===== config.mk =====
export PLATFORM = sky130hd
export DESIGN_NAME = mat_mul_seq
export DESIGN_NICKNAME = d
export VERILOG_FILES = /design/src/rtl/mat_mul_seq.sv
export SDC_FILE = /design/constraint.sdc
export NUM_CORES = 2
export LEC_CHECK = 0
export ABC_AREA = 1
export CAP_MARGIN = 5
export CELL_PAD_IN_SITES_DETAIL_PLACEMENT = 1
export CELL_PAD_IN_SITES_GLOBAL_PLACEMENT = 2
export CORE_AREA = 8 8 700 702
export DETAILED_ROUTE_END_ITERATION = 8
export DIE_AREA = 0 0 708 710
export PLACE_DENSITY = 0.42
export SKIP_LAST_GASP = 1
export SYNTH_ARGS = -nofsm -noshare
export SYNTH_HDL_FRONTEND = slang
export SYNTH_SLANG_ARGS = --single-unit

===== constraint.sdc =====
create_clock -name clk -period 4.1 [get_ports clk]
set_input_delay 0.82 -clock clk [delete_from_list [all_inputs] [get_ports clk]]
set_output_delay 0.82 -clock clk [all_outputs]
set_load 0.01 [all_outputs]

===== src/rtl/mat_mul_seq.sv =====
// Sequential matrix multiply controller: one external dot unit computes the I*K outputs one pair per cycle.
// Optional performance counters are enabled by defining MAT_MUL_SEQ_PERF_CNT_EN.
module mat_mul_seq #(
  parameter int EXP_WIDTH   = 8,
  parameter int FRAC_WIDTH  = 23,
  parameter int I           = 4,
  parameter int J           = 4,
  parameter int K           = 4,
  parameter int DOT_LATENCY = 2,
  localparam int FW         = 1 + EXP_WIDTH + FRAC_WIDTH
) (
  input  logic              clk,
  input  logic              rst,
  input  logic              in_valid,
  output logic              in_ready,
  input  logic [I*J*FW-1:0] lhs,
  input  logic [J*K*FW-1:0] rhs,
  output logic [J*FW-1:0]   dot_lhs,
  output logic [J*FW-1:0]   dot_rhs,
  input  logic [FW-1:0]     dot_result,
  output logic              out_valid,
  input  logic              out_ready,
  output logic [I*K*FW-1:0] out,
  output logic              busy
`ifdef MAT_MUL_SEQ_PERF_CNT_EN
  ,
  output logic [31:0]       job_count,
  output logic [31:0]       stall_count
`endif
);

  localparam int NIDX = I * K;
  localparam int NW   = (NIDX > 1) ? $clog2(NIDX) : 1;
  localparam logic [NW-1:0] LAST_N = NW'(NIDX - 1);

  // Handshakes: a transfer happens on a rising edge where valid and ready are both high;
  // valid never depends on ready, and out holds steady while out_valid waits for out_ready.
  typedef enum logic [1:0] {IDLE, ISSUE, DRAIN, DONE} state_t;

  state_t            state;
  state_t            state_d;
  logic [NW-1:0]     n;
  logic [NW-1:0]     last_n;
  logic [NW-1:0]     sel_n;
  int                sel_row;
  int                sel_col;
  logic [I*J*FW-1:0] lhs_q;
  logic [J*K*FW-1:0] rhs_q;
  logic [DOT_LATENCY-1:0] pipe_v;
  logic [NW-1:0]     pipe_n [DOT_LATENCY];
  logic [FW-1:0]     out_mem [NIDX];
  logic              wr_en;
  logic [NW-1:0]     wr_n;
  logic              accept;

  assign accept = in_valid && in_ready;
  assign wr_en  = pipe_v[DOT_LATENCY-1];
  assign wr_n   = pipe_n[DOT_LATENCY-1];

  always_ff @(posedge clk) begin
    if (rst) state <= IDLE;
    else     state <= state_d;
  end

  always_comb begin
    state_d   = state;
    in_ready  = 1'b0;
    out_valid = 1'b0;
    busy      = 1'b0;
    case (state)
      IDLE: begin
        in_ready = 1'b1;
        if (in_valid) state_d = ISSUE;
      end
      ISSUE: begin
        busy = 1'b1;
        if (n == LAST_N) state_d = DRAIN;
      end
      DRAIN: begin
        busy = 1'b1;
        if (wr_en && (wr_n == LAST_N)) state_d = DONE;
      end
      DONE: begin
        out_valid = 1'b1;
        if (out_ready) state_d = IDLE;
      end
      default: state_d = IDLE;
    endcase
  end

  always_ff @(posedge clk) begin
    if (rst) begin
      n      <= '0;
      last_n <= '0;
      lhs_q  <= '0;
      rhs_q  <= '0;
      pipe_v <= '0;
      for (int s = 0; s < DOT_LATENCY; s++) pipe_n[s] <= '0;
      for (int e = 0; e < NIDX; e++) out_mem[e] <= '0;
    end else begin
      if (accept) begin
        lhs_q <= lhs;
        rhs_q <= rhs;
        n     <= '0;
      end else if (state == ISSUE) begin
        last_n <= n;
        if (n != LAST_N) n <= n + 1'b1;
      end
      // Fixed-latency tag pipe mirrors the dot unit so each result lands in its own slot.
      pipe_v[0] <= (state == ISSUE);
      pipe_n[0] <= n;
      for (int s = 1; s < DOT_LATENCY; s++) begin
        pipe_v[s] <= pipe_v[s-1];
        pipe_n[s] <= pipe_n[s-1];
      end
      for (int e = 0; e < NIDX; e++) begin
        if (wr_en && (wr_n == NW'(e))) out_mem[e] <= dot_result;
      end
    end
  end

  // Outside ISSUE the operand ports keep showing the last pair that was issued.
  always_comb begin
    sel_n   = (state == ISSUE) ? n : last_n;
    sel_row = int'(sel_n) / K;
    sel_col = int'(sel_n) % K;
    dot_lhs = '0;
    dot_rhs = '0;
    for (int r = 0; r < I; r++) begin
      if (sel_row == r) dot_lhs = lhs_q[r*J*FW +: J*FW];
    end
    for (int j = 0; j < J; j++) begin
      for (int c = 0; c < K; c++) begin
        if (sel_col == c) dot_rhs[j*FW +: FW] = rhs_q[(j*K+c)*FW +: FW];
      end
    end
  end

  for (genvar e = 0; e < NIDX; e++) begin : g_out
    assign out[e*FW +: FW] = out_mem[e];
  end

`ifdef MAT_MUL_SEQ_PERF_CNT_EN
  always_ff @(posedge clk) begin
    if (rst) begin
      job_count   <= '0;
      stall_count <= '0;
    end else begin
      if (accept && (job_count != '1)) job_count <= job_count + 32'd1;
      if ((state == DONE) && !out_ready && (stall_count != '1))
        stall_count <= stall_count + 32'd1;
    end
  end
`else
  // Counters are not built in this configuration.
`endif

endmodule


==> results.cfg <==
[status]
outcome = finished with violations
failing_checks = setup timing

[routing]
routed-via-count = 59187
final_antenna_net_count = 0
post-route-drc-count = 0
drtIter0Drc = 3480
detail_route.first_pass.iterations = 5
wl_per_cell_um = 28.7
totalWireLength_mm = 445
vias_per_cell = 3.82

[global_routing]
grt.overflow.total = 0
global_route_wire_length_before_repair_mm = 579
largest_net_degree_at_the_start_of_global_routing = 116
first_global_vias = 61267
globalRouteTotalUtil = 0.167
antenna_found_initial = 373

[pwr]
power.density_nw_per_um2 = 644
power_uw = 61400
total_leakage_power_uw = 0.0353
ir_worst_vdd_mv = 0.390

[critical_path]
crit_required_ns = 3.28
r2r.worst_path.cells = 8
cp_data_arrival_time_ns = 3.34
crit-reg2reg-launch = state[1]
reg2reg_setup_slack_ns = 1.39
critPathLaunch = state[1]
worstPathMaxFanout = 63
worst_r2r_endpoint = lhs_q[228]
worstSetupPathType = register to output pin
cp-end-kind = output pin
critical_path.startpoint_type = register

[min_path]
whs_endpoint = pipe_n[0][6]
whs_path_depth = 2
worst_hold_path_type = register to register
holdCritStartpoint = pipe_n[0][2]

[sta]
final_hold_viol_count = 0
fin_clk_skew_ns = 0.0906
fin_setup_tns_ns = -0.104
relSlewSlack = 0.202
clock.fmax_ghz = 0.240
min_period_over_period = 1.01
finalWorstSetupSlack_ns = -0.0593
slew_violations = 0
timing.final.setup_violations = 4
rsz0062_at_grt = true
timing.final.crit_period_ns = 4.16
worstMarginPinSlew_ns = 1.18

[placement]
post_dp_cell_area_um2 = 86700
dpl_worst_slack_ns = 0.131
port_buffers = 1830
gpl.final_weighted_congestion = 0.808
detailedPlacementHpwl_mm = 336

[logic_synthesis]
combinational_family_with_the_most_area_after_synthesis = simple AND/OR/NAND/NOR gates
syn_area_um2 = 59800
synth_compound_gate_area_share = 0.0881
ys_ff_latch = 1556
postSynthCellCount = 7017
ys.warnings.count = 0
synth_sequential_area_ratio = 0.607
yosys.cell_types.count = 24
syn_avg_cell_area_um2 = 8.52
synthMuxAreaShare = 0
synth_nets = 8082
yosys.area_share.adder = 0.00105
synthXorXnorAreaFrac = 0
yosys.area_share.simple = 0.259

[floorplan]
number_of_placed_i_o_pins = 1831
die_height_um = 710
row_count = 255
die_width_um = 708
initial_core_util = 0.125
die_area_um2 = 503000
design.core.area_um2 = 480000

[flow_run]
drv.max_cap_violation_count = 0

[cts]
tritoncts = done
tritoncts_num_sinks = 1556
clockBufferDepth = 4
clk_lat_worst_skew_ns = 0.96
clock-root-buffer = sky130_fd_sc_hd__clkbuf_16
tritoncts.num_buffers = 214
worst_setup_hold_path_clk_slew_ns = 0.05
cts_hold_buffers = 0
clock_tree.htree_level_count = 4

[layout]
postLayoutCoreUtil = 0.199
final_net_count = 9912
final_layout_size_suffix_gt1_frac = 0.0966
area.growth.synth_to_final_pct = 59.5
postLayoutCellArea_um2 = 95400
==> synthesized netlist by cell type, drive strengths merged <==
cell type,count,area (µm²)
nand2,561,2110
a211oi,1,7.51
a21oi,7,35.0
clkinv,23,86.3
clkbuf,299,1120
nand3,518,2590
edfxtp,512,15400
inv,66,250
nand4,256,1600
nor2,2436,9150
buf,249,1240
o21bai,1,7.51
o21ai,1038,5220
ha,5,62.6
or2,1,6.26
dfxtp,1044,20900
==> kinds of logic after synthesis <==
kind of cell	Yosys count
and+or+nand+nor	3772
DFF	1556
buffers and inverters	637
AOI/OAI and AO/OA	1047
adders and majority gates	5
==> flip-flops by register name (all words and copies together), names as in the netlist <==
register and cells:
lhs_q 512, out_mem 512, rhs_q 512, pipe_n 8, last_n 4, n 4
pipe_v 2, state 2
==> worst max path at each step <==
stage                                  to  slack, ns  cells past startpoint
after CTS                     dot_rhs[97]      -0.34                     10
after global placement       dot_lhs[120]       0.12                     10
after global routing         dot_rhs[119]      -0.25                      9
after detailed placement     dot_lhs[120]       0.13                     10
final                        dot_rhs[119]      -0.06                      9
after floorplan           out_mem[1][160]       0.70                      4
==> through the flow <==
| stage | std cells | hold WS (ns) |
|---|---|---|
| after floorplan | 7017 | 0.388 |
| after detailed placement | 14952 | 0.412 |
| after global routing | 15466 | 0.424 |
| final | 15498 | 0.424 |
| after CTS | 15403 | 0.360 |
| after global placement | 14952 | 0.396 |
==> layer usage <==
layer	global-route usage	up-vias	routed length, µm
met5	0	-	806
met4	0.0411	124	13700
met3	0.0450	917	27200
met2	0.318	1913	234000
met1	0.181	29163	169000
li1	-	27070	-
==> report_power, final <==
| group | leakage (µW) | switching (µW) | internal (µW) | total (µW) |
|---|---|---|---|---|
| combinational | 0.0180 | 13300 | 8050 | 21300 |
| clock | 0.00333 | 7990 | 10900 | 18900 |
| sequential | 0.0139 | 2140 | 19100 | 21200 |
| total | 0.0353 | 23400 | 38100 | 61400 |
==> cells in the final DEF, fill, tap and decap left out, types with 11 or more instances in the layout <==
cell type	n
sky130_fd_sc_hd__nor2_1	2432
sky130_fd_sc_hd__clkdlybuf4s50_1	1579
sky130_fd_sc_hd__dfxtp_1	1042
sky130_fd_sc_hd__o21ai_0	1029
sky130_fd_sc_hd__nand2_1	518
sky130_fd_sc_hd__nand3_1	514
sky130_fd_sc_hd__edfxtp_1	512
sky130_fd_sc_hd__nand4_1	256
sky130_fd_sc_hd__clkbuf_16	225
sky130_fd_sc_hd__buf_4	186
sky130_fd_sc_hd__buf_12	101
sky130_fd_sc_hd__clkbuf_1	67
sky130_fd_sc_hd__clkbuf_2	64
sky130_fd_sc_hd__diode_2	63
sky130_fd_sc_hd__inv_1	60
sky130_fd_sc_hd__dlygate4sd2_1	49
sky130_fd_sc_hd__buf_6	35
sky130_fd_sc_hd__nand2_2	33
sky130_fd_sc_hd__buf_2	33
sky130_fd_sc_hd__clkinv_1	31
sky130_fd_sc_hd__buf_16	31
sky130_fd_sc_hd__clkbuf_8	27
sky130_fd_sc_hd__clkinv_2	27
sky130_fd_sc_hd__clkdlybuf4s15_2	25
sky130_fd_sc_hd__clkdlybuf4s15_1	23
sky130_fd_sc_hd__dlymetal6s2s_1	14
sky130_fd_sc_hd__bufinv_16	11
==> layout make-up <==
type / count / area, µm²
fillers: 55773 / 384000
inverters: 89 / 372
flip-flops and latches: 1556 / 36300
multi-input cells: 4824 / 21100
repair buffers: 2162 / 22600
well taps: 6425 / 8040
clock buffers: 311 / 6050
diodes: 63 / 158
clock inverters: 68 / 807
==> critical path, stage by stage, from the launching register on <==
cell	delay, ns
sky130_fd_sc_hd__dfxtp_2	0.34
sky130_fd_sc_hd__inv_2	0.05
sky130_fd_sc_hd__ha_4	0.19
sky130_fd_sc_hd__nand2_1	0.17
sky130_fd_sc_hd__nand2_8	0.12
sky130_fd_sc_hd__inv_6	0.16
sky130_fd_sc_hd__buf_16	0.26
sky130_fd_sc_hd__nand3_1	0.15
sky130_fd_sc_hd__nand4_1	0.20
sky130_fd_sc_hd__clkdlybuf4s50_1	0.59
==> what timing repair did <==
| item | 4_1_cts | 5_1_grt |
|---|---|---|
| hold endpoints to repair | 0 | 0 |
| setup endpoints to repair | 256 | 202 |
| pin swaps | 24 | 27 |
| cloned | 20 | 8 |
| resized for setup | 534 | 255 |
| buffers inserted | 54 | 30 |
Note: power is estimated with default switching activity, not from simulation.
